===== config.mk =====
export PLATFORM = sky130hd
export DESIGN_NAME = imem_fetch_port
export DESIGN_NICKNAME = d
export VERILOG_FILES = /design/src/rtl/imem_fetch_port.sv
export SDC_FILE = /design/constraint.sdc
export NUM_CORES = 2
export LEC_CHECK = 0
export BUFFER_PORTS_ARGS = -buffer_cell sky130_fd_sc_hd__buf_2
export CORE_UTILIZATION = 65
export CTS_CLUSTER_SIZE = 14
export DETAILED_ROUTE_END_ITERATION = 6
export PLACE_DENSITY = 0.9
export SLEW_MARGIN = 10
export SYNTH_ARGS = -nofsm -noshare
export SYNTH_HDL_FRONTEND = slang
export SYNTH_SLANG_ARGS = --single-unit

===== constraint.sdc =====
create_clock -name clk -period 7.4 [get_ports clk]
set_input_delay 0.37 -clock clk [delete_from_list [all_inputs] [get_ports clk]]
set_output_delay 0.37 -clock clk [all_outputs]
set_load 0.01 [all_outputs]

===== src/rtl/imem_fetch_port.sv =====
// Synchronous word-addressed instruction memory with valid/ready fetch, loader port and post-reset clear.
// Define IMEM_PARITY_EN to store one even-parity bit per word and flag mismatches on fetch.
module imem_fetch_port #(
  parameter int DATA_W         = 32,
  parameter int DEPTH          = 64,
  parameter int ADDR_W         = 7,
  parameter int CLEAR_ON_RESET = 1
) (
  input  logic              clk,
  input  logic              reset_n,
  input  logic              req_valid,
  output logic              req_ready,
  input  logic [ADDR_W-1:0] req_addr,
  output logic              resp_valid,
  input  logic              resp_ready,
  output logic [DATA_W-1:0] resp_data,
  output logic              resp_err,
  input  logic              flush,
  input  logic              ld_we,
  input  logic [ADDR_W-1:0] ld_addr,
  input  logic [DATA_W-1:0] ld_data,
  output logic              busy
);

  localparam int IDX_W = (DEPTH > 1) ? $clog2(DEPTH) : 1;
  localparam logic [ADDR_W:0]   DEPTH_X = (ADDR_W + 1)'(DEPTH);
  localparam logic [ADDR_W-1:0] LAST_A  = ADDR_W'(DEPTH - 1);

  typedef enum logic [0:0] {
    ST_CLEAR = 1'b0,
    ST_RUN   = 1'b1
  } state_t;

  localparam state_t RESET_ST = (CLEAR_ON_RESET != 0) ? ST_CLEAR : ST_RUN;

  state_t              state_r;
  state_t              state_nx_s;
  logic [ADDR_W-1:0]   cnt_r;
  logic [ADDR_W-1:0]   cnt_nx_s;
  logic [DATA_W-1:0]   mem_r [DEPTH];
  logic                mem_we_s;
  logic [IDX_W-1:0]    mem_idx_s;
  logic [DATA_W-1:0]   mem_wd_s;
  logic                busy_s;
  logic                req_ready_s;
  logic                accept_s;
  logic                req_in_range_s;
  logic                ld_in_range_s;
  logic [IDX_W-1:0]    req_idx_s;
  logic [IDX_W-1:0]    ld_idx_s;
  logic                rd_par_err_s;
  logic                resp_valid_r;
  logic [DATA_W-1:0]   resp_data_r;
  logic                resp_err_r;

  assign req_in_range_s = ({1'b0, req_addr} < DEPTH_X);
  assign ld_in_range_s  = ({1'b0, ld_addr} < DEPTH_X);
  assign req_idx_s      = req_addr[IDX_W-1:0];
  assign ld_idx_s       = ld_addr[IDX_W-1:0];
  assign accept_s       = req_valid && req_ready_s;

`ifdef IMEM_PARITY_EN
  logic par_r [DEPTH];

  function automatic logic even_parity(input logic [DATA_W-1:0] d);
    return ^d;
  endfunction

  assign rd_par_err_s = (par_r[req_idx_s] != even_parity(mem_r[req_idx_s]));

  // Parity storage, written alongside every memory word.
  always_ff @(posedge clk) begin
    if (mem_we_s) begin
      par_r[mem_idx_s] <= even_parity(mem_wd_s);
    end
  end
`else
  assign rd_par_err_s = 1'b0;
`endif

  // Sequencer state and clear counter.
  always_ff @(posedge clk or negedge reset_n) begin
    if (!reset_n) begin
      state_r <= RESET_ST;
      cnt_r   <= {ADDR_W{1'b0}};
    end else begin
      state_r <= state_nx_s;
      cnt_r   <= cnt_nx_s;
    end
  end

  // Next-state, memory write port selection and handshake readiness.
  always_comb begin
    state_nx_s  = state_r;
    cnt_nx_s    = cnt_r;
    mem_we_s    = 1'b0;
    mem_idx_s   = {IDX_W{1'b0}};
    mem_wd_s    = {DATA_W{1'b0}};
    busy_s      = 1'b0;
    req_ready_s = 1'b0;
    case (state_r)
      ST_CLEAR: begin
        busy_s    = 1'b1;
        mem_we_s  = 1'b1;
        mem_idx_s = cnt_r[IDX_W-1:0];
        if (cnt_r == LAST_A) begin
          state_nx_s = ST_RUN;
        end else begin
          cnt_nx_s = cnt_r + ADDR_W'(1);
        end
      end
      ST_RUN: begin
        // Loader owns the array this cycle, so a fetch can never read a word being written.
        req_ready_s = !ld_we && (!resp_valid_r || resp_ready || flush);
        if (ld_we && ld_in_range_s) begin
          mem_we_s  = 1'b1;
          mem_idx_s = ld_idx_s;
          mem_wd_s  = ld_data;
        end else begin
          mem_we_s  = 1'b0;
        end
      end
      default: begin
        state_nx_s = RESET_ST;
        cnt_nx_s   = {ADDR_W{1'b0}};
      end
    endcase
  end

  // Instruction word array; contents survive reset.
  always_ff @(posedge clk) begin
    if (mem_we_s) begin
      mem_r[mem_idx_s] <= mem_wd_s;
    end
  end

  // Response register: accept loads, pop or flush drains, otherwise hold.
  always_ff @(posedge clk or negedge reset_n) begin
    if (!reset_n) begin
      resp_valid_r <= 1'b0;
      resp_data_r  <= {DATA_W{1'b0}};
      resp_err_r   <= 1'b0;
    end else if (accept_s) begin
      resp_valid_r <= 1'b1;
      if (req_in_range_s) begin
        resp_data_r <= mem_r[req_idx_s];
        resp_err_r  <= rd_par_err_s;
      end else begin
        resp_data_r <= {DATA_W{1'b0}};
        resp_err_r  <= 1'b1;
      end
    end else if ((resp_valid_r && resp_ready) || flush) begin
      resp_valid_r <= 1'b0;
    end else begin
      resp_valid_r <= resp_valid_r;
    end
  end

  assign req_ready  = reset_n & req_ready_s;
  assign busy       = reset_n & busy_s;
  assign resp_valid = resp_valid_r;
  assign resp_data  = resp_data_r;
  assign resp_err   = resp_err_r;

endmodule

After elaboration in Yosys (flattened, before gate mapping)
Memory sizes are Yosys's and may differ from the RTL's.
Index checks and enable logic that the tools add are counted.
{ "totals": {"latch_bits": 0, "ramBits": 2048, "romBits": 0, "regBits": 42, "word_cells": 41, "memories": 1} }
{ "mem_list": {"columns": ["memory", "words", "width", "read_ports", "rd_clocked_by_memory_dff", "write_ports", "line_no", "rtl"], "rows": [
  ["mem_r", 64, 32, 1, 0, 1, "40", "logic [DATA_W-1:0] mem_r [DEPTH];"]
]} }
{ "op_classes": {"n_mux": 16, "bitwise_logic": 4, "order_cmp": 2, "n_div": 0, "n_reduce_logical": 11, "shifts": 0, "n_eq_ne": 1, "mul": 0, "n_addsub": 1} }
{ "op_table": {"columns": ["op", "n"], "rows": [
  ["$mux 32", 3],
  ["$lt 7x7->1 const B", 2],
  ["$pmux 6 s2", 1],
  ["$mux 1", 10],
  ["$add 7x1->7 const B", 1],
  ["$eq 7x6->1 const B", 1],
  ["$mux 6", 1],
  ["$logic_and 1x1->1", 4],
  ["$logic_or 1x1->1", 3],
  ["$and 1x1->1", 2],
  ["$logic_not 1->1", 2],
  ["$not 1->1", 2],
  ["$pmux 1 s2", 1],
  ["$reduce_and 2->1", 1],
  ["$reduce_bool 2->1", 1]
]} }

Longest topological paths before layout
{ "depth": {"depth_word": 7, "depth_mapped": 12, "depth_no_buf": 6} }

Least setup slack after synthesis
No wires, ideal clock.
{ "synth_timing": {"path_type": "reg-to-reg", "from": "register state_r", "to": "memory mem_r[11][0] (enable)", "arrival_ns": 3.192, "setup_ns": 0.421, "stages_incl_launch_ff": 8, "path_slack_ns": 3.787, "path_cell_list": "dfrtp_1 -> clkbuf_1 -> and3b_1 -> clkbuf_1 -> a21oi_1 -> or3b_2 -> clkbuf_1 -> nor2_1"} }
{ "synth_via": {"elab_chain_cells": 4} }
{ "synth_rtl": {"columns": ["element", "line_no", "rtl"], "rows": [
  ["from (decl)", "36", "state_t state_r;"],
  ["from (signal assigned)", "87", "state_r <= state_nx_s;"],
  ["$not 1->1 (no source line)", null, null],
  ["$pmux 1 s2", "101", "case (state_r)"],
  ["$mux 1", "132", "if (mem_we_s) begin"],
  ["$mux 1 (implied by the code)", "133", "mem_r[mem_idx_s] <= mem_wd_s;"],
  ["to (decl)", "40", null]
]} }
Several ways; a longest one is shown, not always the timed one.

Final worst setup path
{ "layout_timing": {"from": "register state_r", "to": "memory mem_r[47][22] (enable)"} }
The elaborated chain is that of the path after synthesis.

==> summary.txt <==
Status - finished, violations left
Failing checks - design-rule violations
GRT Total Usage - 0.3941
Clock slew at reported path FFs - 60 ps
Worst setup EP type - flip-flop
Chip Height - 353.4 um
Register area share after synthesis - 0.7791
Cts bufs inserted - 194
Post-Route Setup TNS - 0 ps
FP Rows - 128
Fillcell total - 6002
Vias in the first global route - 45.19k
Total gr overflow - 0
Worst clock skew - 33.53 ps
Area of the multi-input gates - 0.01713 mm2
CTS tree - built
Req. time, crit path - 7830 ps
Hold WC Path Type - primary input to flip-flop
Area after DPL - 0.08307 mm2
Syn_nets - 3759
Asr flop ratio synth - 0.02010
Max-slew violation total from the final report - 0
Crit path time final - 4766 ps
Slew @ Worst Pin - 1432 ps
Average wire per standard cell - 42.63 um
Routed WL - 243400 um
Initial antenna violation count - 13
DRT iter0 DRCs - 8584
Fin nets - 3952
Die ar. - 0.1249 mm2
Post_cts resized - 0
Most frequent cells in the layout - edfxtp_1, mux4_2, mux2i_1
Cell Area, Synth - 0.08028 mm2
Critical path peak fanout - 42
Yosys top cell area share - 0.7660
CTS root buffer - clkbuf_16
Most common cell after layout, fill and taps aside - edfxtp_1
Setup Viol. Count Final - 0
Cells after synthesis - 3706
Layout Utilization - 0.7318
Unique masters post-synth - 58
Maxcap violations - 0
Num ports - 88
Share of cells above drive strength 1 - 0.2531
Cell taking the most area after synthesis - edfxtp_1
Layout area overhead - 11.38%
CTS max path bufs - 3
Via count - 44.55k
EDFF count, synth - 2048
Post-CTS Setup Bufs - 0
CTS Hold Buffers Added - 4
Core outline area - 0.1222 mm2
Syn Area/Cell - 21.66 um2
Final Cell Area - 0.08942 mm2
DRC - 16
First-pass GRT wire length - 337200 um
Port Buffers - 87
CTS sink cnt - 2090
Seq cells post-synth - 2090
Critical Path AT - 5190 ps
Number of vias per cell - 7.801
Ys Warns - 0
Non-filler cells, final - 5710
Hold WS - 124.3 ps
Htree depth - 4
Antenna Violating Nets Remaining - 0
Worst setup path class - flip-flop to flip-flop
RSZ-0062 raised after global routing - no
DRT Pass-1 Iters - 7
Synth area leaders - edfxtp_1, mux4_2, mux2i_1, dfrtp_1, a22oi_1
Power Dens Cells - 261.2 mW/mm2
Worst relative slew slack - 0.04312
Register area - 0.06255 mm2
HPWL after DPL - 119200 um
Leak - 23.95 nW
Chip width - 353.4 um
Top FF cell, synth - edfxtp_1
Worst-Skew Late Latency - 840 ps
Final hold violation count - 0
Initial Utilization - 0.6570
Startpoint types - flip-flop
Largest net degree at the start of global routing - 131
F_max - 209.8 MHz
Dpl cells - 5322
Final Cycle Share - 0.6440
Worst IR Drop VDD - 0.2567 mV
Global placer's final weighted congestion - 0.9016
## synthesized netlist by cell type, types with 3 or more instances
cell,n
edfxtp_1,2048
mux4_2,436
mux2i_1,231
nand2_1,143
a22oi_1,123
clkbuf_1,92
nor2_1,92
nand3_1,45
dfrtp_1,42
a21oi_1,38
and2_1,38
buf_4,36
buf_2,34
buf_6,28
nor2b_1,25
o22ai_1,22
and3_1,21
nor3_1,20
nor4_1,16
a2111oi_0,15
a221o_1,15
a22o_1,15
buf_1,10
nand4_1,10
a32oi_1,9
a211oi_1,8
a221oi_1,8
a31oi_1,7
o211ai_1,7
a211o_1,6
inv_1,6
nand3b_1,6
a32o_1,5
mux2_2,5
nand2b_1,4
or3b_2,4
xnor2_1,4
a31o_1,3
o21ai_1,3
## layer usage
layer	track usage	vias up	part of all wire
met5	0.001509	-	0.00045
met3	0.1374	1420	0.16
met1	0.4810	22060	0.29
met2	0.6022	5095	0.46
met4	0.2618	12	0.084
li1	-	15960	-
## state kept, by name, summed over array words and instances (netlist names)
register,count
resp_data,32
cnt_r,7
state_r,1
resp_valid,1
resp_err,1
mem_r,2048
## report_power, final
| group | leakage [nW] | total [W] | switching, W | internal [W] |
|---|---|---|---|---|
| Combinational | 6.06 | 0.000567 | 0.000381 | 0.000186 |
| Sequential | 14.8 | 0.0128 | 0 | 0.0128 |
| Clock | 3.06 | 0.0100 | 0.00450 | 0.00550 |
## worst paths after layout
kind / start / to / slack, ps / cells past startpoint
min in group asynchronous: reset_n / resp_data[29] / 230 / 2
setup reg to reg: state_r / mem_r[47][22] / 2630 / 5
setup / recovery: state_r / mem_r[47][22] / 2630 / 5
hold / removal: req_addr[4] / resp_data[29] / 120 / 3
hold reg to reg: resp_err / resp_err / 510 / 1
max in group asynchronous: reset_n / state_r / 6090 / 3
## stage by stage
step                      total power, W  worst slack (ps)
after global placement           0.01355              3362
final                            0.02336              2634
after floorplan                  0.01341              3787
after global routing             0.02370              2651
after CTS                        0.02328              2974
after detailed placement         0.01356              3261
## cell families after synthesis
logic type | share of synthesized area
xor gates and xnor gates | 0.0005454
buffers and inverters | 0.01501
muxes | 0.1518
AOI/OAI and AO/OA | 0.02773
DFF | 0.7791
and+or+nand+nor | 0.02565
adders and majority gates | 0.0001558
## worst max-delay path, stage by stage, from the launching register on
cell	delay (ps)
dfrtp_1	540
and3b_2	1050
a22oi_1	430
nor2_1	400
nand2_1	660
nor2_4	1210
## final cells by class
type,count,share of cell area
Clock inverter,103,0.009641
Sequential cell,2090,0.6995
Inverter,7,0.0003078
Multi-Input combinational cell,1406,0.1916
Timing Repair Buffer,200,0.01587
Clock buffer,263,0.05990
Antenna cell,16,0.0004478
Tap cell,1625,0.02274
No activity file was read; power rests on OpenSTA's default activity.
